<file path="src/rtl/temp_lm71_scanner.sv">
// temp_lm71_scanner: round-robin LM71 reader on a shared SC/SIO bus with
// per-channel temperature, validity, framing error and hysteretic alarm.
module temp_lm71_scanner #(
  parameter int NUM_CH      = 2,
  parameter int CLK_DIV     = 25,
  parameter int IDLE_CYCLES = 5000000,
  parameter int HYST        = 32
) (
  input  logic                   MAX10_CLK1_50,
  input  logic                   reset_n,
  input  logic                   enable,
  input  logic [13:0]            hi_thresh,
  input  logic                   TEMP_SIO,
  output logic                   TEMP_SC,
  output logic [NUM_CH-1:0]      TEMP_CS_n,
  output logic [14*NUM_CH-1:0]   temp_data,
  output logic [NUM_CH-1:0]      valid,
  output logic [NUM_CH-1:0]      frame_err,
  output logic [NUM_CH-1:0]      alarm,
  output logic                   scan_done
);
  localparam int CW = NUM_CH > 1 ? $clog2(NUM_CH) : 1;
  localparam int TW = $clog2(CLK_DIV);
  localparam int IW = $clog2(IDLE_CYCLES + 1);

  typedef enum logic [2:0] {IDLE, SETUP, SHIFT, TAIL, HOLD} state_t;

  state_t          state, state_nx;
  logic [TW-1:0]   cnt;
  logic [IW-1:0]   idle_cnt;
  logic [CW-1:0]   ch;
  logic [3:0]      bits;
  logic            phase;
  logic [15:0]     sr;
  logic            tick, last_ch, good, idle_ready, selected;
  logic signed [14:0] t15, th15, lo15;

  assign tick       = cnt == TW'(CLK_DIV - 1);
  assign last_ch    = ch == CW'(NUM_CH - 1);
  assign idle_ready = idle_cnt == IW'(IDLE_CYCLES);
  assign good       = sr[1:0] == 2'b11;
  assign t15        = {sr[15], sr[15:2]};
  assign th15       = {hi_thresh[13], hi_thresh};
  assign lo15       = th15 - 15'(HYST);
  assign selected   = state == SETUP || state == SHIFT || state == TAIL;
  assign TEMP_SC    = state == SHIFT && phase;

  for (genvar k = 0; k < NUM_CH; k++) begin : g_cs
    assign TEMP_CS_n[k] = !(selected && ch == CW'(k));
  end

  always_comb begin
    state_nx = state;
    case (state)
      IDLE:    state_nx = idle_ready && enable ? SETUP : IDLE;
      SETUP:   state_nx = tick ? SHIFT : SETUP;
      SHIFT:   state_nx = tick && phase && bits == 4'd15 ? TAIL : SHIFT;
      TAIL:    state_nx = tick ? HOLD : TAIL;
      HOLD:    state_nx = !tick ? HOLD : enable && !last_ch ? SETUP : IDLE;
      default: state_nx = IDLE;
    endcase
  end

  always_ff @(posedge MAX10_CLK1_50) begin
    if (!reset_n) begin
      state     <= IDLE;
      cnt       <= '0;
      idle_cnt  <= '0;
      ch        <= '0;
      bits      <= '0;
      phase     <= 1'b0;
      sr        <= '0;
      temp_data <= '0;
      valid     <= '0;
      frame_err <= '0;
      alarm     <= '0;
      scan_done <= 1'b0;
    end else begin
      state     <= state_nx;
      cnt       <= state == IDLE || tick ? '0 : cnt + 1'b1;
      idle_cnt  <= state != IDLE ? '0 : idle_ready ? idle_cnt : idle_cnt + 1'b1;
      scan_done <= state == HOLD && tick && enable && last_ch;
      if (state == IDLE)
        ch <= '0;
      else if (state == HOLD && tick && state_nx == SETUP)
        ch <= ch + 1'b1;
      // SIO is captured on the edge that raises SC; bit count advances on the fall
      if (state == SHIFT && tick) begin
        phase <= !phase;
        if (!phase)
          sr <= {sr[14:0], TEMP_SIO};
        else
          bits <= bits + 1'b1;
      end
      if (state == TAIL && tick) begin
        frame_err[ch] <= !good;
        if (good) begin
          temp_data[ch*14 +: 14] <= sr[15:2];
          valid[ch]              <= 1'b1;
          alarm[ch]              <= t15 >= th15 ? 1'b1 : t15 < lo15 ? 1'b0 : alarm[ch];
        end
      end
    end
  end
endmodule

</file>
<file path="config.mk">
export PLATFORM = sky130hd
export DESIGN_NAME = temp_lm71_scanner
export DESIGN_NICKNAME = d
export VERILOG_FILES = /design/src/rtl/temp_lm71_scanner.sv
export SDC_FILE = /design/constraint.sdc
export NUM_CORES = 1
export LEC_CHECK = 0
export BUFFER_PORTS_ARGS = -buffer_cell sky130_fd_sc_hd__buf_4
export CORE_MARGIN = 1.5
export CORE_UTILIZATION = 45
export CTS_BUF_LIST = sky130_fd_sc_hd__clkbuf_2 sky130_fd_sc_hd__clkbuf_4 sky130_fd_sc_hd__clkbuf_8
export DETAILED_ROUTE_END_ITERATION = 10
export PLACE_DENSITY = 0.71
export REMOVE_ABC_BUFFERS = 1
export SYNTH_ARGS = -nofsm -noshare
export SYNTH_HDL_FRONTEND = slang
export SYNTH_SLANG_ARGS = --single-unit
</file>
<file path="constraint.sdc">
create_clock -name MAX10_CLK1_50 -period 5.8 [get_ports MAX10_CLK1_50]
set_input_delay 1.74 -clock MAX10_CLK1_50 [delete_from_list [all_inputs] [get_ports MAX10_CLK1_50]]
set_output_delay 1.74 -clock MAX10_CLK1_50 [all_outputs]
set_load 0.03 [all_outputs]
</file>
# --- Word level (Yosys, flattened, before mapping) ---
# Index checks and enable logic that the tools add are counted.
word_totals:
  reg_bits: 88
  word_cells: 84
  input_bits: 18
  output_inout_bits: 38
classes:
  reduce_logical: 30
  n_eq_ne: 9
  multipliers: 1
  muxes: 16
  addsub: 6
  n_lt_le_gt_ge: 4
  n_shift: 2
  n_bitwise: 4
op_table:
  columns: ["operator", "n"]
  rows:
  - ["$neg 5->34", 1]
  - ["$shift 14x34->28 const A", 1]
  - ["$shiftx 14x34->28", 1]
  - ["$bwmux 28", 1]
  - ["$add 23x1->23 const B", 1]
  - ["$eq 23x23->1 const B", 1]
  - ["$lt 14x15->1", 1]
  - ["$pmux 3 s5", 1]
  - ["$sub 14x7->15 const B", 1]
  - ["$ge 14x14->1", 1]
  - ["$logic_and 1x1->1", 14]
  - ["$mux 1", 8]
  - ["$eq 3x1->1 const B", 2]
  - ["$eq 3x2->1 const B", 2]
  - ["$mux 3", 2]
  - ["$reduce_and 2->1", 3]
  - ["$reduce_or 2->1", 3]
  - ["$add 5x1->5 const B", 1]
  - ["$eq 5x5->1 const B", 1]
  - ["$logic_not 1->1", 5]
  - ["$add 4x1->4 const B", 1]
  - ["$bwmux 2", 2]
  - ["$eq 4x4->1 const B", 1]
  - ["$mul 1x3->4 const B", 1]
  - ["other kinds (12)", 16]

# --- Logic depth before layout (Yosys ltp) ---
# Gate-level depths: netlist (run 1).
depth:
  depth_word: 7
  depth_mapped: 11
  depth_no_buf: 11

# --- Worst setup path after synthesis (run 1) ---
# No wires, ideal clock.
synth_timing:
  path_type: "input-to-reg"
  from: "input hi_thresh[8]"
  to: "register alarm[0]"
  n_path_buf: 0
  arrival_time_ns: 3.627
  path_slack_ns: 2.045
  required_ns: 5.672
  setup_ns: 0.128
  stages: 10
  cell_sequence: "nor3_1 -> nand2_1 -> nor4_1 -> a21oi_1 -> ha_1 -> and4_1 -> a221oi_1 -> o21ai_0 -> o21ai_0 -> a31oi_1"
synth_between:
  elab_chain_cells: 5
  elab_cells_between_ends: 6
  cone_classes: "add/sub (1); order compare (2); mux (3)"
synth_rtl:
  columns: ["item", "line", "source"]
  rows:
  - ["start, declared", "12", "input logic [13:0] hi_thresh,"]
  - ["$sub 14x7->15", "44", "assign lo15 = th15 - 15'(HYST);"]
  - ["$lt 14x15->1", "100", "alarm[ch] <= t15 >= th15 ? 1'b1 : t15 < lo15 ? 1'b0 : alarm[ch];"]
  - ["$mux 1", "100", null]
  - ["$mux 1 *", "100", null]
  - ["$bwmux 2 *", "100", null]
  - ["end signal, assigned by index", "100", null]
  - ["end, declared", "19", "output logic [NUM_CH-1:0] alarm,"]
# Every way passes the cells marked *; elsewhere a longest branch is shown, timed or not.
# A chain may end at the register's enable or synchronous reset.

# --- Worst setup path after layout (run 1) ---
layout_timing:
  from: "input hi_thresh[8]"
  to: "register alarm[1]"
# Same word-level chain as after synthesis.

==> run summary, run 1 <==
The flow ran to the end, and the final reports show no timing, DRC or antenna violations. Max-cap violations in this run came to 0. The required arrival time at the worst endpoint is 5.99 ns. The initial core utilization is between 40% and 50%. The total CTS buffers came out at 9. The final layout net count is 607.

Based on the critical path, the design can be clocked at up to 258 MHz. The largest clock skew in the final design came out at 0.00867 ns. VDD sags by at most 0.000149 V.

The clock slew at the register clock pins of the worst setup and hold paths came out at 0.08 ns. The final worst-path cycle share came out at 66.8%. Dividing the detail-routed via count by the number of cells gives 5.20. In this run, post-CTS repair resized a total of 0 instances. The class of the worst hold path is reg2reg. The standard cell area after detailed placement came out at 0.00496 mm2. Counting every sink on the clock net gives 88. TritonCTS built the clock tree. Fill cells in the final layout number 938. The worst setup path is of the in2reg kind. Before antenna repair, the detailed router went through 4 iterations. The final-report max-slew violation count came out at 0. The length of routed wiring on met1 is roughly 4400 um.

The setup total negative slack is 0 ns. The final route contains ~3600 vias. In the synthesized netlist, the number of instances is 515.

In this run, synthesis inferred 0 flip-flops with an integrated enable. The initial antenna violation count came out at 0. The sequential element share of the synthesized area is 38.8%.

The largest net degree at the start of global routing is 62. The number of global-route vias before repair came out at about 3500. The wire length on met3 came out at 398 um. The initial DRC count is roughly 110. In the final routed layout, each cell accounts on average for 13.8 um. The endpoint arrival time on the critical path is 4.07 ns.

The proportion of netlist area held by the largest area contributor came out at between 30% and 40%. The final antenna-violating net count is 0. The top fanout value on the critical path is 3. After synthesis, the share of flip-flops with an asynchronous set or reset is 0%. Summed over all cells, the static leakage comes to 1.93 nW. For this design, the CTS-stage hold fixing added 0 buffers.

By area the synthesized netlist is led by sky130_fd_sc_hd__dfxtp_1, sky130_fd_sc_hd__ha_1, sky130_fd_sc_hd__nand2_1, sky130_fd_sc_hd__a21boi_2, sky130_fd_sc_hd__xnor2_1. The fraction of layout instances using a drive strength above 1 is between 20% and 30%. The final instance area is 0.00515 mm2. The post-synthesis cell area is 0.00454 mm2. The total number of yosys warnings came out at 0. The number of top-level pins is 56. The post-synthesis to final-layout area growth is 13.5%.

The worst-case register-to-register setup slack came out at between 3 and 4 ns. The count of unique library cells instantiated by Yosys is 52. The worst setup path is launched from a primary input. The total half-perimeter wirelength after legalization and detailed placement came out at 6900 um.

The post-synthesis average cell area is about 8.8 um2. The overall die area is 0.0107 mm2. The weighted congestion at the end of routability-driven global placement came out at 0.966.

The number of setup violations in the final report came out at 0. The number of buffers inserted by post-CTS setup repair is 0. The count of input and output buffers is 55. The worst setup path is captured at a flip-flop. Subtracting the final worst setup slack from the clock period gives between 3 and 4 ns. Cells fill 52.7% of the core in the end. The max-slew headroom at the worst pin is 41.4%. Clock tree synthesis selected as its root buffer the cell sky130_fd_sc_hd__clkbuf_8. The level count of the clock H-tree is 3. After synthesis the netlist holds a flip-flop and latch count of 88. The measured slew at the worst slew-check pin is 0.876 ns. The aggregate global routing overflow came out at 0. Power spread over the standard cell area amounts to ~210 mW/mm2.

The completed layout was analyzed and its total power is 1.06 mW. The amount of wire on met2 after detailed routing came out at 4540 um. Setup repair after global routing left no endpoint under its margin. In this run the core area contains 36 standard-cell rows. The clock tree buffer depth is 2. The number of hold violations in the final report is 0. Sorting the synthesized cells by how often they occur yields sky130_fd_sc_hd__dfxtp_1, sky130_fd_sc_hd__nand2_1, sky130_fd_sc_hd__ha_1, sky130_fd_sc_hd__nor2_1, sky130_fd_sc_hd__inv_1. Among all flip-flop cells after synthesis, the most frequent one is sky130_fd_sc_hd__dfxtp_1. The area inside the core boundary came out at 0.00977 mm2. From left edge to right edge, the die measures 103 um.

From bottom edge to top edge, the die measures 103 um. For the worst-skew pair, the clock arrives at the later sink with an insertion delay of 0.34 ns. The final wirelength is 9580 um. For this run, design rule violations remaining after detail routing come to 0. The global-route total usage across every layer came out at 19.1%. Of all cell types, the one taking the most synthesized area is sky130_fd_sc_hd__dfxtp_1. The count of antenna diodes in the layout is 0.

The global-route wire length before repair is 15900 um. The most common cell in the synthesized netlist is sky130_fd_sc_hd__dfxtp_1. In this run the top signal layer used is met4.
-- area by class of cell --
class / count / area, um2 / area share, %
clock buffer: 13 / 179 / 3.47
clock inverter: 2 / 12.5 / 0.243
inverter: 27 / 101 / 1.97
tap: 133 / 166 / 3.23
multi-input combinational: 378 / 2520 / 48.9
sequential: 88 / 1760 / 34.2
timing repair buffer: 55 / 413 / 8.01
-- critical path, cell delays in order --
cell,delay [ns]
sky130_fd_sc_hd__buf_4,0.12
sky130_fd_sc_hd__nor3_1,0.31
sky130_fd_sc_hd__nand2_1,0.12
sky130_fd_sc_hd__nor4_1,0.33
sky130_fd_sc_hd__a21oi_1,0.15
sky130_fd_sc_hd__ha_1,0.32
sky130_fd_sc_hd__and4_1,0.24
sky130_fd_sc_hd__a221oi_1,0.23
sky130_fd_sc_hd__o21ai_0,0.12
sky130_fd_sc_hd__o21ai_0,0.26
sky130_fd_sc_hd__a31oi_1,0.12
-- routing by layer --
metal / vias up / track usage, %
met4: 0 / 6.96
met2: 77 / 32.3
met1: 1686 / 23.6
met5: - / 0
li1: 1839 / -
met3: 17 / 4.64
-- cell families (layout without fill, tap and decap cells) --
kind of cell    after synthesis  in the layout  synth area share (%)
simple gates                216            216                  24.6
buf+inv                      49             97                  5.71
fa+ha+maj                    30             30                  8.27
mux                           3              3                 0.662
flops                        88             88                  38.8
xor+xnor                     28             28                  5.40
compound gates              101            101                  16.6
-- metrics by stage --
stage	cells	hold WS [ns]	worst slack, ns
floorplan	493	0.430	2.03
global placement	681	0.443	1.67
detailed placement	681	0.453	1.59
CTS	696	0.464	1.96
global route	696	0.482	1.73
finish	696	0.461	1.92
-- flip-flops by register name, summed over array words and instances, names as in the netlist --
name / cells
valid: 2
sr: 16
cnt: 5
idle_cnt: 23
bits: 4
alarm: 2
frame_err: 2
phase: 1
ch: 1
scan_done: 1
state: 3
temp_data: 28
-- power breakdown --
part	switching (mW)	leakage (nW)	internal [mW]
clock network	0.202	0.0975	0.200
registers	0.00218	0.709	0.605
logic	0.0273	1.13	0.0262
-- placed cells by master, fill, tap and decap left out, types with 2 or more instances in the layout --
master	Yosys	final
sky130_fd_sc_hd__nand4_1	6	6
sky130_fd_sc_hd__mux2i_1	3	3
sky130_fd_sc_hd__nand2_2	20	20
sky130_fd_sc_hd__and3_1	2	2
sky130_fd_sc_hd__nor3_1	7	7
sky130_fd_sc_hd__xnor2_1	22	22
sky130_fd_sc_hd__nand2_1	86	86
sky130_fd_sc_hd__dfxtp_1	88	88
sky130_fd_sc_hd__xor2_1	6	6
sky130_fd_sc_hd__nand3b_1	2	2
sky130_fd_sc_hd__or3_1	14	14
sky130_fd_sc_hd__buf_4	2	55
sky130_fd_sc_hd__nand3_1	13	13
sky130_fd_sc_hd__a21boi_0	21	21
sky130_fd_sc_hd__ha_1	30	30
sky130_fd_sc_hd__nor3_4	2	2
sky130_fd_sc_hd__a211oi_1	2	2
sky130_fd_sc_hd__o21a_1	4	4
sky130_fd_sc_hd__inv_1	27	27
sky130_fd_sc_hd__a21boi_1	6	6
sky130_fd_sc_hd__and2_1	2	2
sky130_fd_sc_hd__a21oi_1	20	20
sky130_fd_sc_hd__a21boi_2	20	20
sky130_fd_sc_hd__nand2b_1	3	3
sky130_fd_sc_hd__nor2b_1	4	4
sky130_fd_sc_hd__o31a_1	2	2
sky130_fd_sc_hd__a31oi_1	3	3
sky130_fd_sc_hd__nor3b_1	2	2
sky130_fd_sc_hd__nor4b_1	4	4
sky130_fd_sc_hd__a21o_1	4	4
sky130_fd_sc_hd__clkbuf_8	0	13
sky130_fd_sc_hd__nor4_1	6	6
sky130_fd_sc_hd__o21ai_0	14	14
sky130_fd_sc_hd__nor2_1	30	30
sky130_fd_sc_hd__and4_1	4	4
-- path summary, 6_finish.rpt --
path	start	end	cells past startpoint
worst max-delay path	hi_thresh[8]	alarm[1]$_SDFFE_PN0P_	11
worst min-delay path	temp_data[12]$_SDFFE_PN0P_	temp_data[12]$_SDFFE_PN0P_	2
worst max register to register	cnt[0]$_SDFF_PP0_	temp_data[1]$_SDFFE_PN0P_	7
worst min register to register	temp_data[12]$_SDFFE_PN0P_	temp_data[12]$_SDFFE_PN0P_	2
Power figures use the tool's default switching activity.
==> run 2: changes to the inputs <==
==> constraint.sdc (replaced) <==
create_clock -name MAX10_CLK1_50 -period 3.6 [get_ports MAX10_CLK1_50]
set_input_delay 1.08 -clock MAX10_CLK1_50 [delete_from_list [all_inputs] [get_ports MAX10_CLK1_50]]
set_output_delay 1.08 -clock MAX10_CLK1_50 [all_outputs]
set_load 0.03 [all_outputs]
==> run 2 against run 1 <==
  * Worst hold slack worse by 0.00099 ns
  * Clock power grew 74%
  * Core utilization grew 0.20 points
  * Wire length is 0.51% higher
  * Non-clock buffer count is 1 higher
  * Power up 66%
  * Critical path type unchanged
  * Highest routed layer unchanged
==> run summary, run 2 (same netlist as run 1, synthesis figures left out) <==
The required arrival time at the worst endpoint came out at 3.81 ns. The first global-routing pass estimated 16200 um of wire. The detailed router put a total of 4490 um of wire on met1. The final worst-path cycle share is 93.1%. The total half-perimeter wirelength after legalization and detailed placement is 6870 um. The initial antenna violation count came out at 0. The internal power of the cells is 1.36 mW.

Counting stages on the worst path, the most repeated cell is sky130_fd_sc_hd__o21ai_0. The startpoint of the worst hold path is temp_data[7]$_SDFFE_PN0P_. The maximum resistive drop on vdd is 0.000229 V.

The worst-case reg-to-reg path depth is 7. The count of input and output buffers is 55. The start point of the critical path is hi_thresh[8]. Between clock sinks in the finished design, the worst skew comes to between 0.01 and 0.015 ns. For this design, the sink count on the clock tree is 88. The later pin in the worst-skew pair is clocked with a latency of 0.36 ns. The number of setup violations in the final report came out at 0. Leaving out fill and tap cells, the most frequent cell in the layout is sky130_fd_sc_hd__dfxtp_1. The wire length on met3 is 338 um. The average detailed-routed wire length per instance came out at roughly 14 um. The final-report max-slew violation count is 0. The power density relative to cell area is 341 mW/mm2.

The family with the most delay on the worst path is simple AND/OR/NAND/NOR gates. The count of antenna diodes in the layout is 0. Row generation in the floorplan step produced 36 rows.

For this design the static power due to leakage is roughly 1.9 nW. The flip-flop count of the largest register, all copies and words added is 28. The worst setup margin is 0.250 ns. The worst-case register-to-register setup slack is 1.27 ns. Combinational cells account for under 10% of the total power. The final layout net count is 608.

The largest net degree at the start of global routing is 62. Along the worst path, the maximum fanout reaches 3. The via count is 3613. The setup path with the least slack is of type in2reg. Global routing finished with a remaining overflow of 0. The number of top-level pins is 56.

Setup repair after global routing left no endpoint under its margin. The worst setup path is launched from a primary input. The detailed-routing iteration count for the pre-antenna-repair pass came out at 4. The worst slack at placement came out at -0.0107 ns. Registers are responsible for 55.5% of the overall power. The biggest cell delay along the critical path is 0.37 ns. The minimum clock period came out at 3.35 ns. The number of clock buffers added by TritonCTS is 9. The number of setup buffers added after CTS is 0.

The post-route netlist has 21.2% of its cells at a drive strength greater than 1. The initial core utilization is 46.4%. The largest individual stage delay along the critical path comes from the cell sky130_fd_sc_hd__nor4_1.

The endpoint of the most critical register-to-register path is temp_data[2]$_SDFFE_PN0P_. The clock tree synthesis step divided the H-tree into 3 levels. The standard cell area after detailed placement is 0.00497 mm2. The worst hold path was traced through 2 stages. After clock tree synthesis, the flow added hold-fix buffers numbering 0. Ranked by flip-flop count, first place goes to temp_data.

The switching share of total power came out at 22.9%. Traced cell by cell, the critical path runs through buf_4 -> nor3_1 -> nand2_1 -> nor4_1 -> a21oi_1 -> ha_1 -> and4_1 -> a221oi_1 -> o21ai_0 -> o21ai_0 -> a31oi_1. The setup total negative slack is 0 ns.

TritonCTS built the clock tree. The clock network accounts for 39.5% of the total power. In the layout the commonest cells are sky130_fd_sc_hd__dfxtp_1, sky130_fd_sc_hd__nand2_1, sky130_fd_sc_hd__buf_4. The count of buffer and inverter cells on the critical path came out at 1. The worst register-to-register path begins at cnt[0]$_SDFF_PP0_. The measured slew at the worst slew-check pin came out at just over 0.8 ns.

The total area inside the core boundary comes to 0.00977 mm2. The reported max-cap violation count is 0. The total power is roughly 1.8 mW.

The weighted congestion at the end of routability-driven global placement is 0.953. The highest clock rate came out at 298 MHz. The final antenna-violating net count came out at 0. The endpoint arrival time on the critical path is 3.56 ns. The path with the worst hold slack has its endpoint at temp_data[7]$_SDFFE_PN0P_.

The area growth from synthesis to layout is 13.9%. Routed signal wires occupy layers up through met4. The worst hold path belongs to the class reg2reg. The detail-routed via count per cell came out at 5.18.

The reported net switching power is between 0.4 and 0.5 mW. In the final layout, the registers with the most flip-flops are temp_data x28, idle_cnt x23, sr x16. The number of global-route vias before repair was 3588. After routing the design area is 0.00517 mm2. The number of gates resized after CTS was 0. The worst setup path is captured at a flip-flop. Clock tree synthesis selected as its root buffer the cell sky130_fd_sc_hd__clkbuf_8. Wires add up to 9630 um. The clock tree buffer depth is 2. The number of hold violations in the final report is 0. The max-slew headroom at the worst pin is 44.2%. Clock-pin slew was measured on the worst setup and hold paths at 0.08 ns. The DRC violation count after routing came out at 0.

In the global route stage, overall resource usage came out at 19.3%. The overall die area is 0.0107 mm2. The detailed router finished its first iteration with 129 violations. The die width is 103 um.

The die outline height came out at 103 um. The flow ran to the end, and the final reports show no timing, DRC or antenna violations. Detailed routing placed a total of roughly 4700 um of wire on met2. The tightest hold margin is 0.460 ns.
[run 2: layer usage]
metal / global-route usage, % / vias up
li1: - / 1838
met1: 23.7 / 1689
met2: 33.7 / 71
met3: 4.97 / 15
met4: 5.09 / 0
met5: 0 / -
[run 2: area by class of cell]
class                      instances  area, um2
tap                              133        166
clock inverter                     6       66.3
inverter                          27        101
sequential                        88       1760
fill                             953       4600
multi-input combinational        378       2520
timing repair buffer              56        420
clock buffer                      10        138
[run 2: power groups by stage]
stage | clock network, mW | logic (mW) | registers, mW
global route | 0.757 | 0.0999 | 0.980
CTS | 0.718 | 0.0885 | 0.979
finish | 0.696 | 0.0887 | 0.979
detailed placement | 0 | 0.0878 | 1.00
floorplan | 0 | 0.0497 | 1.00
global placement | 0 | 0.0841 | 1.00
[run 2: worst max path at each step]
stage / end / slack (ns) / depth (start not counted)
floorplan: alarm[1]$_SDFFE_PN0P_ / 0.49 / 10
global placement: alarm[0]$_SDFFE_PN0P_ / 0.1 / 11
detailed placement: alarm[0]$_SDFFE_PN0P_ / -0.01 / 11
CTS: alarm[0]$_SDFFE_PN0P_ / 0.37 / 11
global route: alarm[1]$_SDFFE_PN0P_ / 0.08 / 11
finish: alarm[0]$_SDFFE_PN0P_ / 0.25 / 11
[run 2: worst register-to-register path, cell delays in order, from the launching register on]
cell	delay, ns
sky130_fd_sc_hd__dfxtp_1	0.34
sky130_fd_sc_hd__inv_1	0.06
sky130_fd_sc_hd__ha_1	0.18
sky130_fd_sc_hd__nand4b_4	0.18
sky130_fd_sc_hd__or3_1	0.49
sky130_fd_sc_hd__or3_1	0.70
sky130_fd_sc_hd__nand2_1	0.17
sky130_fd_sc_hd__a21boi_0	0.10
[run 2: metrics by stage]
stage          cells  util [%]
6_report         698      52.9
3_3_place_gp     682      50.8
3_5_place_dp     682      50.8
5_1_grt          698      52.9
4_1_cts          698      52.9
2_1_floorplan    493         -
==> run 3: changes to the inputs <==
--- a/config.mk
+++ b/config.mk
@@ -10,7 +10,7 @@
 export CORE_UTILIZATION = 45
 export CTS_BUF_LIST = sky130_fd_sc_hd__clkbuf_2 sky130_fd_sc_hd__clkbuf_4 sky130_fd_sc_hd__clkbuf_8
 export DETAILED_ROUTE_END_ITERATION = 10
-export PLACE_DENSITY = 0.71
+export PLACE_DENSITY = 0.64
 export REMOVE_ABC_BUFFERS = 1
 export SYNTH_ARGS = -nofsm -noshare
 export SYNTH_HDL_FRONTEND = slang
==> run 3 against run 2 <==
  * Worst hold slack better by 0.00074 ns
  * Critical path type unchanged
  * Final area up 0.51%
  * Critical endpoint is now alarm[1]$_SDFFE_PN0P_
  * Count of clock-buffer cells in the layout unchanged
  * Setup slack improved by 0.17 ns
  * Clock power up 8.2%
  * Largest cell class unchanged
  * Register-to-register slack got worse by 0.06 ns
  * Non-clock buffer count increased by 1
==> run summary, run 3 (same netlist as run 1, synthesis figures left out) <==
The final worst-path cycle share is 88.4%. The post-layout utilization of the core came out at 53.2%. The count of input and output buffers is 55. The number of filler instances in the final layout is around 920. The critical path is of the in2reg type. The largest clock skew in the final design is 0.00880 ns.

The final antenna-violating net count is 0. The flow ran to the end, and the final reports show no timing, DRC or antenna violations. The fraction of met3 tracks used by global routing came out at 4.50%. The required arrival time at the worst endpoint came out at ~3.8 ns. The global-route total usage across every layer came out at about a fifth. Overall power consumption after layout is estimated at about 1.8 mW.

The clock slew at the register clock pins of the worst setup and hold paths is 0.09 ns. After clock tree synthesis, the flow added hold-fix buffers numbering 0. Wires add up to 9430 um. The capture point of the critical path is alarm[1]$_SDFFE_PN0P_.

The aggregate global routing overflow is 0. For the worst flop-to-flop path, the logic depth is 7. In the routed layout, each cell is associated on average with a via count of between 5 and 6.

The start point of the critical path is hi_thresh[8]. The top fanout value on the critical path is 3. The number of antenna diodes in the final layout is 0. The met1 capacity usage during global routing came out at 23.6%. The capturing element type of the critical path is a flip-flop. The endpoint arrival time on the critical path is 3.37 ns. The die outline height is 103 um.

The floorplan step defined a die boundary enclosing approximately 0.011 mm2. The final layout net count came out at 609. The multi-input logic area came out at 0.00252 mm2.

The startpoint identified for the worst hold timing path is temp_data[8]$_SDFFE_PN0P_. The global-route wire length before repair came out at approximately 16000 um. The max-slew headroom at the worst pin is 45.7%. The leakage power of the design is 1.95 nW. The number of setup violations in the final report is 0. Gates resized during post-CTS repair numbered 0. The final-report max-slew violation count came to 0. The highest clock rate came out at 314 MHz. The routed layout has 3591 vias. The reported max-cap violation count is 0.

The largest registers in the layout are temp_data x28, idle_cnt x23, sr x16. After clock tree synthesis, the setup repair step added 0 buffers. In this run the most used layer during global routing was met2.

For this design the top-level I/O count stands at 56. The tree is rooted in a sky130_fd_sc_hd__clkbuf_8. The weighted congestion at the end of routability-driven global placement is 0.922. The path class of the tightest hold or removal check is reg2reg. The initial DRC count is 94.

The fraction of layout instances using a drive strength above 1 came out at 21.4%. The detailed-routing iteration count for the pre-antenna-repair pass is 4. Ranked by flip-flop count, first place goes to temp_data. The die width came out at between 100 and 150 um. The initial utilization of the core area, before any placement, comes to 46.4%. The worst register-to-register path ends at alarm[0]$_SDFFE_PN0P_.

The clock tree buffer depth is 2. The worst-case register-to-register setup slack came out at 1.21 ns. Setup repair after global routing left no endpoint under its margin. The largest net degree at the start of global routing is 62. In this run the critical register-to-register path is launched from cnt[0]$_SDFF_PP0_.

The most common cell after layout, fill and taps aside is sky130_fd_sc_hd__dfxtp_1. The worst setup path is launched from a primary input. The minimum clock period came out at 3.18 ns. The DRC violation count after routing came out at 0.

The clock drives between 80 and 90 sinks. The TritonCTS clock tree is built. The post-synthesis to final-layout area growth is 14.5%.

The number of global-route vias before repair was 3442. The total half-perimeter wirelength after legalization and detailed placement is between 6000 and 7000 um. The maximum resistive drop on vdd came out at 0.000202 V. For this run, global-route usage on met2 was measured as 34.3%. In the layout the commonest cells are sky130_fd_sc_hd__dfxtp_1, sky130_fd_sc_hd__nand2_1, sky130_fd_sc_hd__buf_4. The setup total negative slack is 0 ns. The level count of the clock H-tree came out at 3. Across the whole layout, storage elements account for 0.00176 mm2. Power spread over the standard cell area amounts to 350 mW/mm2. The flip-flop count of the largest register, all copies and words added came out at 28.

Clock tree synthesis inserted a total of 9 buffers. The number of cell rows came out at 36. The measured slew at the worst slew-check pin is roughly 0.80 ns. The core region is 0.00977 mm2. The average detailed-routed wire length per instance came out at ~13 um. For the worst-skew pair, the clock arrives at the later sink with an insertion delay of 0.35 ns. The initial antenna violation count is 0.

The number of hold violations in the final report is 0.
-- run 3: cell types whose count changed in the layout (fill, tap and decap cells not counted) --
cell | before | now
sky130_fd_sc_hd__buf_4 | 56 | 57
sky130_fd_sc_hd__clkbuf_8 | 10 | 9
sky130_fd_sc_hd__clkbuf_4 | 0 | 1
sky130_fd_sc_hd__bufinv_16 | 1 | 2
sky130_fd_sc_hd__clkinv_2 | 1 | 0
-- run 3: layout make-up --
class	count	area share, %
multi-input cells	378	48.4
flip-flops and latches	88	33.9
repair buffers	57	8.23
well taps	133	3.20
clock buffers	10	2.53
inverters	27	1.95
clock inverters	6	1.76
-- run 3: where the power goes --
part / internal [mW] / leakage, nW / total [mW] / switching (mW)
registers: 0.975 / 0.709 / 0.979 / 0.00346
clock network: 0.401 / 0.103 / 0.753 / 0.352
logic: 0.0433 / 1.14 / 0.0890 / 0.0457
-- run 3: metrics by stage --
stage	hold slack, ns	area (um2)	instances	setup WS (ns)
after detailed placement	0.448	4980	683	0.0253
after CTS	0.463	5200	699	0.394
after global placement	0.447	4980	683	0.129
final	0.460	5200	699	0.417
after floorplan	0.430	4380	493	0.486
after global routing	0.478	5200	699	0.135
-- run 3: how the worst min path moves through the flow --
stage,cells after the start,to,slack [ns]
3_3_place_gp,2,temp_data[8]$_SDFFE_PN0P_,0.45
5_1_grt,2,temp_data[8]$_SDFFE_PN0P_,0.48
6_report,2,temp_data[8]$_SDFFE_PN0P_,0.46
4_1_cts,2,temp_data[8]$_SDFFE_PN0P_,0.46
2_1_floorplan,1,cnt[0]$_SDFF_PP0_,0.43
3_5_place_dp,1,cnt[0]$_SDFF_PP0_,0.45
-- run 3: per-layer routing --
layer  part of all wire (%)  vias to the layer above
met3                    3.8                        9
met5                      0                        -
li1                       -                     1846
met4                    1.1                        0
met1                     45                     1671
met2                     50                       65
-- run 3: critical path: stages --
cell and delay [ns]:
sky130_fd_sc_hd__buf_4 0.12, sky130_fd_sc_hd__nor3_1 0.31, sky130_fd_sc_hd__nand2_1 0.12, sky130_fd_sc_hd__nor4_1 0.33
sky130_fd_sc_hd__a21oi_1 0.13, sky130_fd_sc_hd__ha_1 0.31, sky130_fd_sc_hd__and4_1 0.23, sky130_fd_sc_hd__a221oi_1 0.24
sky130_fd_sc_hd__o21ai_0 0.11, sky130_fd_sc_hd__o21ai_0 0.26, sky130_fd_sc_hd__a31oi_1 0.12
